### src/rtl/axis_rr_arbiter.sv
// axis_rr_arbiter: 4-port AXI-Stream packet arbiter with an 8-bit data path.
// The arbiter grants one requester at a time and holds that grant for a whole
// packet, until the beat carrying tlast is accepted. Each packet is followed by
// one IDLE cycle in which the next winner is chosen. The output is a
// single-entry register stage.
//
// Ports:
//   aclk, aresetn       clock; synchronous active-low reset
//   s_axis_tdata[31:0]  requester data, port n on bits [8n+7:8n]
//   s_axis_tvalid[3:0]  per-port VALID
//   s_axis_tlast[3:0]   per-port LAST
//   s_axis_tready[3:0]  per-port READY (combinational, from registered state)
//   m_axis_tready       downstream READY
//   m_axis_tvalid/tdata/tlast/tid   registered output beat
//   grant[3:0]          registered one-hot grant, zero while IDLE
//   busy                registered, high while a packet is in progress
//
// Build option: define AXIS_ARB_FIXED_PRIO_EN to select fixed priority. In that
// build the lowest-index valid port always wins and the pointer is not used.
// Round-robin is the default.
module axis_rr_arbiter (
  input  logic        aclk,
  input  logic        aresetn,
  input  logic [31:0] s_axis_tdata,
  input  logic [3:0]  s_axis_tvalid,
  input  logic [3:0]  s_axis_tlast,
  output logic [3:0]  s_axis_tready,
  input  logic        m_axis_tready,
  output logic        m_axis_tvalid,
  output logic [7:0]  m_axis_tdata,
  output logic        m_axis_tlast,
  output logic [1:0]  m_axis_tid,
  output logic [3:0]  grant,
  output logic        busy
);

  localparam int unsigned NPORTS = 4;
  localparam int unsigned DW     = 8;
  localparam int unsigned IDW    = 2;

  localparam logic [0:0] ST_IDLE = 1'b0;
  localparam logic [0:0] ST_BUSY = 1'b1;

  logic [0:0]        state_q, state_d;
  logic [IDW-1:0]    ptr_q, ptr_d;
  logic [NPORTS-1:0] grant_q, grant_d;
  logic [IDW-1:0]    win_q, win_d;
  logic              busy_q, busy_d;
  logic              full_q, full_d;
  logic [DW-1:0]     data_q, data_d;
  logic              last_q, last_d;
  logic [IDW-1:0]    tid_q, tid_d;

  logic              found_c;
  logic [IDW-1:0]    win_c;
  logic [IDW-1:0]    cand_c;
  logic              cap_c;
  logic [DW-1:0]     sel_data_c;

  // The granted port may only push when the output register can take a beat.
  // Reset forces all READY bits low, even before the first reset edge.
  always_comb begin
    s_axis_tready = '0;
    if (aresetn && busy_q && (!full_q || m_axis_tready)) begin
      s_axis_tready = grant_q;
    end
  end

  // Pick the first valid port, starting the search at the pointer.
  always_comb begin
    found_c = 1'b0;
    win_c   = '0;
    cand_c  = '0;
    for (int unsigned i = 0; i < NPORTS; i++) begin
`ifdef AXIS_ARB_FIXED_PRIO_EN
      cand_c = IDW'(i);
`else
      cand_c = IDW'(ptr_q + IDW'(i));
`endif
      if (!found_c && s_axis_tvalid[cand_c]) begin
        found_c = 1'b1;
        win_c   = cand_c;
      end
    end
  end

  assign sel_data_c = s_axis_tdata[{win_q, 3'b000} +: DW];
  assign cap_c      = s_axis_tvalid[win_q] && s_axis_tready[win_q];

  // Next-state logic for the FSM and the output register.
  always_comb begin
    state_d = state_q;
    ptr_d   = ptr_q;
    grant_d = grant_q;
    win_d   = win_q;
    busy_d  = busy_q;
    full_d  = full_q;
    data_d  = data_q;
    last_d  = last_q;
    tid_d   = tid_q;

    case (state_q)
      ST_IDLE: begin
        if (found_c) begin
          state_d = ST_BUSY;
          grant_d = NPORTS'(4'b0001 << win_c);
          win_d   = win_c;
          busy_d  = 1'b1;
        end
      end
      ST_BUSY: begin
        // The grant is released only once the tlast beat has been accepted.
        if (cap_c && s_axis_tlast[win_q]) begin
          state_d = ST_IDLE;
          grant_d = '0;
          busy_d  = 1'b0;
`ifndef AXIS_ARB_FIXED_PRIO_EN
          ptr_d   = IDW'(win_q + IDW'(1));
`endif
        end
      end
      default: begin
        state_d = ST_IDLE;
        grant_d = '0;
        busy_d  = 1'b0;
      end
    endcase

    // A capture refills the register even when the current beat leaves on the same edge.
    if (cap_c) begin
      full_d = 1'b1;
      data_d = sel_data_c;
      last_d = s_axis_tlast[win_q];
      tid_d  = win_q;
    end else if (m_axis_tready) begin
      full_d = 1'b0;
    end
  end

  always_ff @(posedge aclk) begin
    if (!aresetn) begin
      state_q <= ST_IDLE;
      ptr_q   <= '0;
      grant_q <= '0;
      win_q   <= '0;
      busy_q  <= 1'b0;
      full_q  <= 1'b0;
      data_q  <= '0;
      last_q  <= 1'b0;
      tid_q   <= '0;
    end else begin
      state_q <= state_d;
      ptr_q   <= ptr_d;
      grant_q <= grant_d;
      win_q   <= win_d;
      busy_q  <= busy_d;
      full_q  <= full_d;
      data_q  <= data_d;
      last_q  <= last_d;
      tid_q   <= tid_d;
    end
  end

  assign m_axis_tvalid = full_q;
  assign m_axis_tdata  = data_q;
  assign m_axis_tlast  = last_q;
  assign m_axis_tid    = tid_q;
  assign grant         = grant_q;
  assign busy          = busy_q;

endmodule

### config.mk
export PLATFORM = sky130hd
export DESIGN_NAME = axis_rr_arbiter
export DESIGN_NICKNAME = d
export VERILOG_FILES = /design/src/rtl/axis_rr_arbiter.sv
export SDC_FILE = /design/constraint.sdc
export NUM_CORES = 1
export LEC_CHECK = 0
export BUFFER_PORTS_ARGS = -buffer_cell sky130_fd_sc_hd__buf_4
export CAP_MARGIN = 20
export CORE_MARGIN = 2
export CORE_UTILIZATION = 45
export DETAILED_ROUTE_END_ITERATION = 10
export GPL_ROUTABILITY_DRIVEN = 0
export MAX_ROUTING_LAYER = met4
export PLACE_DENSITY = 0.79
export SLEW_MARGIN = 20
export SYNTH_ARGS = -nofsm -noshare
export SYNTH_HDL_FRONTEND = slang
export SYNTH_SLANG_ARGS = --single-unit
### constraint.sdc
create_clock -name aclk -period 2.2 [get_ports aclk]
set_input_delay 0.11 -clock aclk [delete_from_list [all_inputs] [get_ports aclk]]
set_output_delay 0.11 -clock aclk [all_outputs]
set_load 0.02 [all_outputs]
# Yosys cells after proc, flatten, opt, wreduce, memory -nomap -nowiden
# Index checks and enable logic that the tools add are counted.
# Widths: inputs -> output; s select.
# totals
regBits	22
latchBits	0
ram_bits	0
romBits	0
memories	0
# op_classes
add_sub_neg	4
mul	0
n_div	0
order_cmp	5
n_eq_ne	2
n_shift	2
n_mux	34
n_bitwise	1
n_reduce_logical	16
# ops
cell	count
$shiftx 32x6->8	1
$mux 1	17
$lt 2x3->1 const B	5
$bmux 1 s2	7
$mux 4	3
$mux 2	4
$pmux 4 s2	1
$logic_and 1x1->1	7
$reduce_and 2->1	3
$add 2x1->2 const B	2
$add 2x2->2 const B	2
$logic_not 1->1	4
$pmux 1 s2	2
$shl 1x2->4 const A	1
$ne 2x1->1 const B	1
$ne 2x2->1 const B	1
$reduce_bool 2->1	1
$logic_or 1x1->1	1
$not 1->1	1

# Depth between registers and ports, before layout
# Gate-level depths: netlist (run 1).
# depth
ltp_word	15
ltp_mapped	7
ltp_nobuf	5

# Worst setup path before layout (run 1)
# Ideal clock, no wire load.
# synth_path
kind	register to register
startpoint	register win_q[1]
endpoint	register grant_q[0], in the netlist grant[0]
setup_time_ps	70
t_arrival_ps	1503
required_time_ps	2130
slack_ps	627
path_stages_with_launch	7
period_less_slack_ps	1573
path_cell_list	dfxtp_1 > clkbuf_1 > mux4_2 > and2_1 > o2111a_1 > nand2b_1 > a21oi_1
# synth_between
elab_chain_cells	6
# synth_lines
element	line	source
start, declared	47	logic [IDW-1:0] win_q, win_d;
start signal, assigned	155	win_q <= win_d;
$bmux 1 s2	88	assign cap_c = s_axis_tvalid[win_q] && s_axis_tready[win_q];
$mux 1 (not written as such)	88	
$logic_and 1x1->1	88	
$logic_and 1x1->1 (*)	113	if (cap_c && s_axis_tlast[win_q]) begin
$ne 2x1->1 (no line) (*)	n/a	
$reduce_and 2->1 (no line) (*)	n/a	
end signal, assigned	154	grant_q <= grant_d;
end, declared	46	logic [NPORTS-1:0] grant_q, grant_d;
# Every way passes the cells marked *; elsewhere a longest branch is shown, timed or not. The select of a mux whose other input is x is not followed.
# A chain may end at the register's enable or synchronous reset.

# Worst setup path in the final report (run 1)
# layout_path
startpoint	register win_q[1]
endpoint	register data_q[5], in the netlist m_axis_tdata[5]
# layout_between
elab_chain_cells	3
# layout_lines
element	line	source
branches (longest 3 deep; another with $shiftx 32x6->8)	n/a	
end signal, assigned	158	data_q <= data_d;
end, declared	50	logic [DW-1:0] data_q, data_d;
# Several ways; the timed one is not identified. The select of a mux whose other input is x is not followed.

==> summary.md, run 1 <==
| Metric | Value |
|---|---|
| Post-CTS setup buffers | `0` |
| I/O pins | `between 60 and 70` |
| Slew margin rel. | `0.5956` |
| Post-synthesis cell count | `130` |
| Diodes inserted | `0` |
| Die Wd | `56.78 microns` |
| Crit share post-route | `0.8398` |
| CTS buffer count | `3` |
| Worst-path fanout max | `12` |
| Core Region | `~2700 sq um` |
| MaxCap Viol Count | `0` |
| Total GRT Usage | `0.2099` |
| Ys Warns | `0` |
| Post-DR vias/cell | `about 5.4` |
| Largest net degree at the start of global routing | `20` |
| Worst slack, placed | `around 0.36 ns` |
| CP arrival | `between 2 and 2.5 ns` |
| Worst hold slack | `0.1232 ns` |
| R2R Path End | `m_axis_tdata[5]$_SDFFE_PN0P_` |
| Fill cells | `about 250` |
| Initial core utilization | `0.4626` |
| GR Overflow Total | `0` |
| Critical R2R Launch | `win_q[1]$_SDFFE_PN0P_` |
| Status | `complete, no violations` |
| Final min period | `around 1.8 ns` |
| Switch Pwr | `~210 uW` |
| # port buffers | `63` |
| P_int | `623.4 uW` |
| Critical path class | `flop to flop` |
| Unrepaired setup endpoints after global routing | `no` |
| Final WS setup | `0.3524 ns` |
| Max VDD drop | `approximately 330 uV` |
| P&R area growth vs syn | `42.51%` |
| First-pass GRT wire length | `approximately 5.2 mm` |
| Post-synthesis sequential area ratio | `0.3513` |
| Post-route ant nets | `0` |
| CTS Hold Buffers Added | `0` |
| Post-CTS sizing | `0` |
| Final Hold Violating Endpoints | `0` |
| Clock share of power | `0.266` |
| Die area | `3224 sq um` |
| Initial antenna violation count | `0` |
| Core Util, Final | `0.6593` |
| Final net count | `approximately 240` |
| Layout cell share with drive strength beyond 1 | `0.4323` |
| Cell area after layout | `~1800 sq um` |
| TNS Setup | `0 ns` |
| Seq cells post-synth | `22` |
| Pleak | `between 0.0007 and 0.0008 uW` |
| Clock Path Buffers | `2` |
| Comb power frac | `0.227` |
| Post-Syn Nets | `173` |
| Worst-skew pair later-pin latency | `around 0.30 ns` |
| Sequential fraction of design power | `0.507` |
| Worst Hold Class | `primary input to flop` |
| CTS tree | `built` |
| Final Skew | `~0.0055 ns` |
| FMAX | `0.5413 GHz` |
| Power per standard cell area | `467.2 nW/um^2` |
| CTS H-tree depth | `1` |
| CTS sink cnt | `22` |
| Drc violations | `0` |
| DRT Pass-1 Iters | `4` |
| R2R Setup Slk | `roughly 0.35 ns` |
| Iteration-0 DRC Markers | `28` |
| Reg2Reg Depth | `5` |
| Slew Viols, Final | `0` |
| Switching Share | `0.2532` |
| Setup crit start kind | `flop` |
| # setup viols final | `0` |
| Yosys cell types | `33` |
| Vias in the first global route | `roughly 1.2k` |
| CP required | `about 2.4 ns` |
| Element type at the critical path end | `flop` |
| Root Driver | `clkbuf_4` |
| Via count | `approximately 1.2k` |
| Synthesized area per cell | `about 9.6 sq um` |
| Row count | `19` |
| Die height | `between 50 and 60 microns` |
| Worst-Margin Slew | `between 0.6 and 0.7 ns` |
| Drt wl/cell | `approximately 14 microns` |
| Dpl cell area | `~1800 sq um` |
| Clock-pin transition on the worst setup and hold timing paths | `~0.12 ns` |
| WL final | `3.124 mm` |
| Mapped Area | `1254 sq um` |
| Critical path launch point | `win_q[1]$_SDFFE_PN0P_` |
| Detail Placement HPWL | `roughly 2.5 mm` |
| Critical Path End | `m_axis_tdata[5]$_SDFFE_PN0P_` |
## cells in the mapped netlist (all sizes together)
master	number	area, sq um
o211a	1	10.01
and2	6	37.54
o21a	2	15.01
o32a	1	10.01
nor2b	14	87.58
a21boi	1	7.510
clkbuf	4	15.01
xor2	1	8.760
or2	1	6.260
a21oi	7	42.54
mux2i	10	100.1
or3	1	6.260
nand3	5	25.02
dfxtp	22	440.4
a21o	2	15.01
a211o	1	8.760
mux4	9	202.7
o211ai	1	7.510
and3	1	6.260
or4b	1	13.76
nand2	16	60.06
a22oi	1	7.510
nand2b	3	18.77
nand3b	1	7.510
nor4	1	6.260
o21ai	7	35.03
inv	2	7.500
buf	4	22.52
nor2	3	11.26
o2111a	1	11.26
## cell type report
cell class	count	area (sq um)	area share
Clock buffer	4	36.28	0.02031
Inverter	2	7.507	0.004202
Multi-Input combinational cell	98	768.2	0.4300
Sequential cell	22	440.4	0.2465
Tap cell	31	38.79	0.02171
Timing Repair Buffer	66	495.5	0.2773
## through the flow
step           cells  total power (uW)
2_1_floorplan    130             528.7
3_3_place_gp     219             617.2
3_5_place_dp     219             623.4
4_1_cts          223             840.5
5_1_grt          223             877.2
6_report         223             834.8
## how the worst min path moves through the flow
stage | from | endpoint | slack (ns) | depth (start not counted)
3_3_place_gp | aresetn | m_axis_tid[0]$_SDFFE_PN0P_ | 0.45 | 2
2_1_floorplan | s_axis_tvalid[2] | state_q$_SDFF_PN0_ | 0.31 | 2
4_1_cts | aresetn | m_axis_tid[0]$_SDFFE_PN0P_ | 0.12 | 2
6_report | aresetn | m_axis_tid[0]$_SDFFE_PN0P_ | 0.12 | 2
3_5_place_dp | aresetn | m_axis_tvalid$_SDFFE_PN0P_ | 0.45 | 2
5_1_grt | aresetn | m_axis_tid[0]$_SDFFE_PN0P_ | 0.12 | 2
## sequential cells by signal, indices dropped and copies added (netlist names)
signal and cells:
grant 4, m_axis_tdata 8, busy 1, state_q 1, m_axis_tvalid 1, m_axis_tlast 1
win_q 2, ptr_q 2, m_axis_tid 2
## worst max-delay path: stages, from the launching register on
cell	delay [ns]
dfxtp_1	0.59
nand3_1	0.16
o211ai_1	0.16
o211a_1	0.52
mux2i_1	0.27
nor2b_1	0.06
## power groups by stage
stage / sequential (uW) / clock (uW) / combinational, uW
after detailed placement: 432 / 0 / 191
after CTS: 423 / 225 / 192
after global placement: 431 / 0 / 186
after global routing: 425 / 244 / 208
final: 423 / 222 / 190
after floorplan: 438 / 0 / 90.3
## layout by cell type, fill, tap and decap left out, types with 5 or more instances in the layout
| cell | synthesis | final |
|---|---|---|
| a21oi_1 | 5 | 5 |
| and2_1 | 6 | 6 |
| buf_4 | 1 | 66 |
| dfxtp_1 | 22 | 22 |
| mux2i_1 | 10 | 10 |
| mux4_2 | 9 | 9 |
| nand2_1 | 16 | 16 |
| nand3_1 | 5 | 5 |
| nor2b_1 | 14 | 14 |
| o21ai_0 | 7 | 7 |
## layer usage
| layer | part of all wire | GRT usage | routed length [microns] | vias to the layer above |
|---|---|---|---|---|
| met4 | 0.0077 | 0.04983 | 24 | 0 |
| met1 | 0.40 | 0.2280 | 1247 | 551 |
| li1 | - | - | - | 590 |
| met5 | 0 | - | 0 | - |
| met3 | 0.090 | 0.04378 | 281 | 4 |
| met2 | 0.50 | 0.3887 | 1570 | 52 |
## cells by family after synthesis
group	share of synthesized area
AOI/OAI and AO/OA	0.1357
xor gates and xnor gates	0.006987
buffers and inverters	0.03592
DFF	0.3513
muxes	0.2415
and+or+nand+nor	0.2286
(Power assumes the default switching activity.)
==> run 2: changes to the inputs <==
CORE_UTILIZATION = 40   (was 45)
PLACE_DENSITY = 0.75   (was 0.79)
clock period = 1.57 ns   (was 2.2 ns; I/O delays follow)
==> summary.md, run 2 (synthesized netlist as in run 1, its figures left out) <==
| Metric | Value |
|---|---|
| Status | `complete, no violations` |
| Reg2Reg Depth | `5 (unchanged)` |
| Comb power frac | `0.263 (+0.036)` |
| Clock share of power | `0.226 (-0.040)` |
| Critical R2R Launch | `win_q[0]$_SDFFE_PN0P_` |
| Slowest-stage cell, CP | `mux4_2` |
| First-pass GRT wire length | `5.085 mm (-2.2%)` |
| Root Driver | `clkbuf_4` |
| Largest register FFs | `8 (unchanged)` |
| Worst-path fanout max | `5 (-7)` |
| MaxCap Viol Count | `0 (unchanged)` |
| GR Overflow Total | `0 (unchanged)` |
| WL final | `3.533 mm (+13%)` |
| Largest net degree at the start of global routing | `20 (unchanged)` |
| CTS sink cnt | `22 (unchanged)` |
| Final min period | `1.542 ns (-0.3060 ns)` |
| CTS tree | `built` |
| Power per standard cell area | `601.9 nW/um^2 (+29%)` |
| Drc violations | `0 (unchanged)` |
| CTS buffer count | `3 (unchanged)` |
| Worst-Margin Slew | `0.3047 ns (-0.2965 ns)` |
| Sequential fraction of design power | `0.512 (+0.005)` |
| Final Hold Violating Endpoints | `0 (unchanged)` |
| CP arrival | `1.80 ns (-0.26 ns)` |
| # port buffers | `63 (unchanged)` |
| Setup crit start kind | `flop` |
| Element type at the critical path end | `flop` |
| Post-route ant nets | `0 (unchanged)` |
| FMAX | `0.6487 GHz (+20%)` |
| Layout cell share with drive strength beyond 1 | `0.5224 (+0.09010)` |
| R2R Path End | `grant[2]$_SDFFE_PN0P_` |
| Clock Path Buffers | `2 (unchanged)` |
| Pleak | `0.0008278 uW (+6.3%)` |
| Max VDD drop | `307.9 uV (-7.0%)` |
| Crit-path max cell delay | `0.50 ns (-0.09 ns)` |
| I/O pins | `64 (unchanged)` |
| Crit-path leading delay family | `multiplexers` |
| Total GRT Usage | `0.1955 (-0.01437)` |
| Clock-pin transition on the worst setup and hold timing paths | `0.12 ns (about the same)` |
| Switching Share | `0.2708 (+0.01754)` |
| P&R area growth vs syn | `53.19%` |
| Die height | `59.99 microns (+5.6%)` |
| CP required | `1.83 ns (-0.58 ns)` |
| Detail Placement HPWL | `2.693 mm (+9.0%)` |
| Crit share post-route | `0.9819 (+0.1421)` |
| Row count | `20 (+1)` |
| Vias in the first global route | `1,199 (-0.17%)` |
| # setup viols final | `0 (unchanged)` |
| CTS H-tree depth | `1 (unchanged)` |
| Slew Viols, Final | `0 (unchanged)` |
| Worst-skew pair later-pin latency | `0.32 ns (+0.02 ns)` |
| Worst Hold Class | `primary input to flop` |
| Iteration-0 DRC Markers | `32 (+14%)` |
| Post-DR vias/cell | `5.216 (-2.8%)` |
| Unrepaired setup endpoints after global routing | `yes` |
| Critical path class | `flop to flop` |
| Most frequent cells in the layout | `75 x buf_4, 19 x dfxtp_1, 16 x nand2_1, 12 x nor2b_1, 10 x mux2i_1` |
| Cell chain of the critical path | `mux4_2 > and2_4 > o2111a_1 > nand2b_4 > a21oi_2` |
| Commonest non-fill, non-tap cell in the layout | `buf_4` |
| Core Region | `3028 sq um (+12%)` |
| Final net count | `246 (+4.2%)` |
| Diodes inserted | `0 (unchanged)` |
| P_int | `843.0 uW (+35%)` |
| R2R Setup Slk | `0.03 ns (-0.32 ns)` |
| Drt wl/cell | `14.42 microns (+2.9%)` |
| Buf+Inv Stages, Crit Path | `0 (unchanged)` |
| WP depth | `5 (unchanged)` |
| Critical path launch point | `win_q[0]$_SDFFE_PN0P_` |
| Final Skew | `0.003549 ns (-0.001974 ns)` |
| Slew margin rel. | `0.7950 (+0.1995)` |
| Die area | `3598 sq um (+12%)` |
| Initial antenna violation count | `0 (unchanged)` |
| Die Wd | `59.99 microns (+5.6%)` |
| Via count | `1,278 (+6.8%)` |
| Initial core utilization | `0.4140 (-0.04855)` |
| Critical Path End | `grant[2]$_SDFFE_PN0P_` |
| Final WS setup | `0.02842 ns (-0.3240 ns)` |
| Dpl cell area | `1847 sq um (+5.5%)` |
| Worst slack, placed | `-0.06581 ns (-0.4290 ns)` |
| Switch Pwr | `313.0 uW (+48%)` |
| DRT Pass-1 Iters | `4 (unchanged)` |
| Cell area after layout | `1921 sq um (+7.5%)` |
==> run 2: changes by cell type in the layout (fill, tap and decap cells not counted), moves of 3 or more <==
| cell | change |
|---|---|
| a21oi_1 | -4 |
| dfxtp_1 | -3 |
| a21oi_2 | +4 |
| dfxtp_2 | +3 |
| buf_4 | +9 |
==> run 2: worst min path at each step <==
stage          slack (ns)  cells after the start                    endpoint              from
3_5_place_dp         0.44                      3  m_axis_tvalid$_SDFFE_PN0P_     m_axis_tready
6_report             0.09                      3           busy$_SDFFE_PN0P_           aresetn
3_3_place_gp         0.41                      3           busy$_SDFFE_PN0P_           aresetn
2_1_floorplan        0.28                      2          state_q$_SDFF_PN0_  s_axis_tvalid[2]
5_1_grt              0.07                      3           busy$_SDFFE_PN0P_           aresetn
4_1_cts              0.08                      3           busy$_SDFFE_PN0P_           aresetn
==> run 2: final cells by class <==
class | instances | area (sq um)
clock buffers | 3 | 22.52
fillers | 264 | 1107
inverters | 2 | 7.507
multi-input cells | 98 | 808.3
flip-flops and latches | 22 | 444.2
well taps | 44 | 55.05
repair buffers | 76 | 583.1
==> run 2: timing repair <==
item,in CTS,in global routing
pin swaps,1,4
buffers inserted,0,1
setup endpoints to repair,5,21
gates resized for setup,5,11
hold buffers,0,0
==> run 2: metal layers <==
metal	global-route usage	routed length, microns	share of wire
met1	0.2005	1360	0.38
met3	0.04545	268	0.076
met4	0.07619	71	0.020
met5	-	0	0
met2	0.3556	1833	0.52
==> run 2: power groups by stage <==
stage	logic, uW	registers (uW)	clock network [uW]
2_1_floorplan	127	614	0
3_5_place_dp	288	603	0
4_1_cts	292	591	267
6_report	304	591	261
3_3_place_gp	279	602	0
5_1_grt	326	594	292
==> run 2: stage by stage <==
stage	setup TNS (ns)	std cells	hold slack [ns]	util	total power [uW]
global placement	0	241	0.4109	0.6099	881.0
floorplan	0	130	0.2802	-	741.1
detailed placement	-0.1425	241	0.4366	0.6099	891.1
finish	0	245	0.08887	0.6343	1156
CTS	0	244	0.07798	0.6219	1150
global route	-0.2563	245	0.06892	0.6343	1212
==> run 2: worst reg2reg max path, stage by stage (launching register included) <==
cell      delay [ns]
dfxtp_2         0.35
mux4_2          0.50
and2_4          0.17
o2111a_1        0.14
nand2b_4        0.18
a21oi_2         0.13
==> run 3: changes to the inputs <==
CORE_UTILIZATION = 48   (was 40)
PLACE_DENSITY = 0.84   (was 0.75)
clock period = 1.8 ns   (was 1.57 ns; I/O delays follow)
==> summary.md, run 3 (synthesized netlist as in run 1, its figures left out) <==
| Metric | Value |
|---|---|
| Cell area after layout | `1827 sq um (-4.9%)` |
| Final Hold Violating Endpoints | `0 (unchanged)` |
| Drc violations | `0 (unchanged)` |
| CTS buffer count | `3 (unchanged)` |
| Pleak | `0.0008014 uW (-3.2%)` |
| Total GRT Usage | `0.2388 (+0.04333)` |
| Core Region | `2477 sq um (-18%)` |
| Crit-path leading delay family | `simple AND/OR/NAND/NOR gates` |
| Max VDD drop | `462.4 uV (+50%)` |
| CTS sink cnt | `22 (unchanged)` |
| WP depth | `5 (unchanged)` |
| Worst-skew pair later-pin latency | `0.31 ns (about the same)` |
| Die Wd | `55.11 microns (-8.1%)` |
| Worst Hold Class | `primary input to flop` |
| Reg2Reg Depth | `5 (unchanged)` |
| TNS Setup | `0 ns (unchanged)` |
| Critical R2R Launch | `win_q[0]$_SDFFE_PN0P_` |
| WL final | `3.351 mm (-5.2%)` |
| Largest register FFs | `8 (unchanged)` |
| Buf+Inv Stages, Crit Path | `2 (+2)` |
| Status | `complete, no violations` |
| Final Skew | `0.002693 ns (-0.0008562 ns)` |
| Root Driver | `clkbuf_4` |
| Worst-path fanout max | `6 (+1)` |
| FF/Latch Area | `440.4 sq um (-0.85%)` |
| CP required | `1.71 ns (-0.12 ns)` |
| Initial core utilization | `0.5061 (+0.09201)` |
| Multi-input gate area | `770.7 sq um (-4.6%)` |
| MaxCap Viol Count | `0 (unchanged)` |
| Critical Path End | `s_axis_tready[2]` |
| GR Overflow Total | `0 (unchanged)` |
| Vias in the first global route | `1,139 (-5.0%)` |
| Unrepaired setup endpoints after global routing | `no` |
| Crit share post-route | `0.9505` |
| Initial antenna violation count | `0 (unchanged)` |
| Drt wl/cell | `14.89 microns (+3.3%)` |
| Row count | `18 (-10%)` |
| Iteration-0 DRC Markers | `30 (-6.3%)` |
| Diodes inserted | `0 (unchanged)` |
| CTS Hold Buffers Added | `0 (unchanged)` |
| Element type at the critical path end | `output port` |
| Power per standard cell area | `625.6 nW/um^2 (+3.9%)` |
| Die area | `3037 sq um (-16%)` |
| R2R Path End | `state_q$_SDFF_PN0_` |
| Final net count | `239 (-2.8%)` |
| Clock Path Buffers | `2 (unchanged)` |
| Slew margin rel. | `0.7039 (-0.09117)` |
| Clock-pin transition on the worst setup and hold timing paths | `0.13 ns (about the same)` |
| Critical path launch point | `m_axis_tvalid$_SDFFE_PN0P_` |
| Commonest non-fill, non-tap cell in the layout | `buf_4` |
| Post-route ant nets | `0 (unchanged)` |
| CTS tree | `built` |
| Via count | `1,257 (-1.6%)` |
| # port buffers | `63 (unchanged)` |
| Die height | `55.11 microns (-8.1%)` |
| Post-DR vias/cell | `5.587 (+7.1%)` |
| Dpl cell area | `1772 sq um (-4.1%)` |
| CTS H-tree depth | `1 (unchanged)` |
| Fill cells | `182 (-31%)` |
| DRT Pass-1 Iters | `4 (unchanged)` |
| I/O pins | `64 (unchanged)` |
| # setup viols final | `0 (unchanged)` |
| FMAX | `0.5845 GHz` |
| P&R area growth vs syn | `45.71%` |
| Crit-path max cell delay | `0.37 ns (-0.13 ns)` |
| Cell chain of the critical path | `nor2b_1 > nor2_1 > buf_4 > and2_1 > buf_4` |
| Most used cell, CP | `buf_4` |
| Detail Placement HPWL | `2.548 mm (-5.4%)` |
| Worst-Margin Slew | `0.4426 ns (+0.1379 ns)` |
| Layout cell share with drive strength beyond 1 | `0.4462 (-0.07623)` |
| Slowest-stage cell, CP | `nor2_1` |
| Most frequent cells in the layout | `69 x buf_4, 22 x dfxtp_1, 16 x nand2_1, 14 x nor2b_1, 10 x mux2i_1` |
| Setup crit start kind | `flop` |
| First-pass GRT wire length | `5.043 mm (-0.83%)` |
| Critical path class | `flop to output port` |
| Final min period | `1.711 ns` |
| Largest net degree at the start of global routing | `20 (unchanged)` |
| R2R Setup Slk | `0.10 ns (+0.07 ns)` |
| Slew Viols, Final | `0 (unchanged)` |
| CP arrival | `1.62 ns (-0.18 ns)` |
==> run 3: worst reg2reg max path, delay by kind of cell, from the launching register on <==
family / cells / cell delay (ns)
flops: 1 / 0.37
compound gates: 2 / 0.34
mux: 1 / 0.51
simple gates: 2 / 0.42
==> run 3: worst min path at each step <==
stage                     cells after the start             start                         end
after floorplan                               2  s_axis_tvalid[2]          state_q$_SDFF_PN0_
after global placement                        2           aresetn  m_axis_tid[0]$_SDFFE_PN0P_
after detailed placement                      2           aresetn  m_axis_tid[0]$_SDFFE_PN0P_
after CTS                                     2           aresetn  m_axis_tvalid$_SDFFE_PN0P_
after global routing                          2           aresetn  m_axis_tvalid$_SDFFE_PN0P_
final                                         3     m_axis_tready  m_axis_tvalid$_SDFFE_PN0P_
==> run 3: cell type report <==
type,count,area share
repair buffers,69,0.2836
multi-input cells,98,0.4219
clock inverters,1,0.01644
flip-flops and latches,22,0.2411
inverters,2,0.004110
clock buffers,3,0.01233
well taps,30,0.02055
==> run 3: power by group <==
part / switching (uW) / internal (uW) / total [uW]
Sequential: 13.9 / 502 / 516
Combinational: 100 / 139 / 239
Clock: 163 / 225 / 388
Total: 276 / 866 / 1140
==> run 3: per-stage QoR <==
step | total power (uW) | utilization | setup WS (ns) | cells | hold slack (ns)
detailed placement | 765.4 | 0.7152 | 0.09580 | 221 | 0.4328
floorplan | 646.1 | - | 0.2271 | 130 | 0.2917
global placement | 756.7 | 0.7152 | 0.1826 | 221 | 0.4312
finish | 1143 | 0.7374 | 0.08908 | 225 | 0.09631
global route | 1185 | 0.7374 | 0.008576 | 225 | 0.09534
CTS | 1145 | 0.7364 | 0.06444 | 225 | 0.08655
==> run 3: repair_timing <==
item,CTS,global route
setup buffers,0,0
resized for setup,0,1
endpoints found under the setup margin,0,1
==> run 3: routing by layer <==
| layer | GRT usage | vias to the layer above | routed length [microns] |
|---|---|---|---|
| met5 | - | - | 0 |
| met4 | 0.08130 | 0 | 30 |
| met3 | 0.03226 | 4 | 361 |
| met2 | 0.4187 | 76 | 1633 |
| met1 | 0.2805 | 582 | 1325 |
| li1 | - | 595 | - |
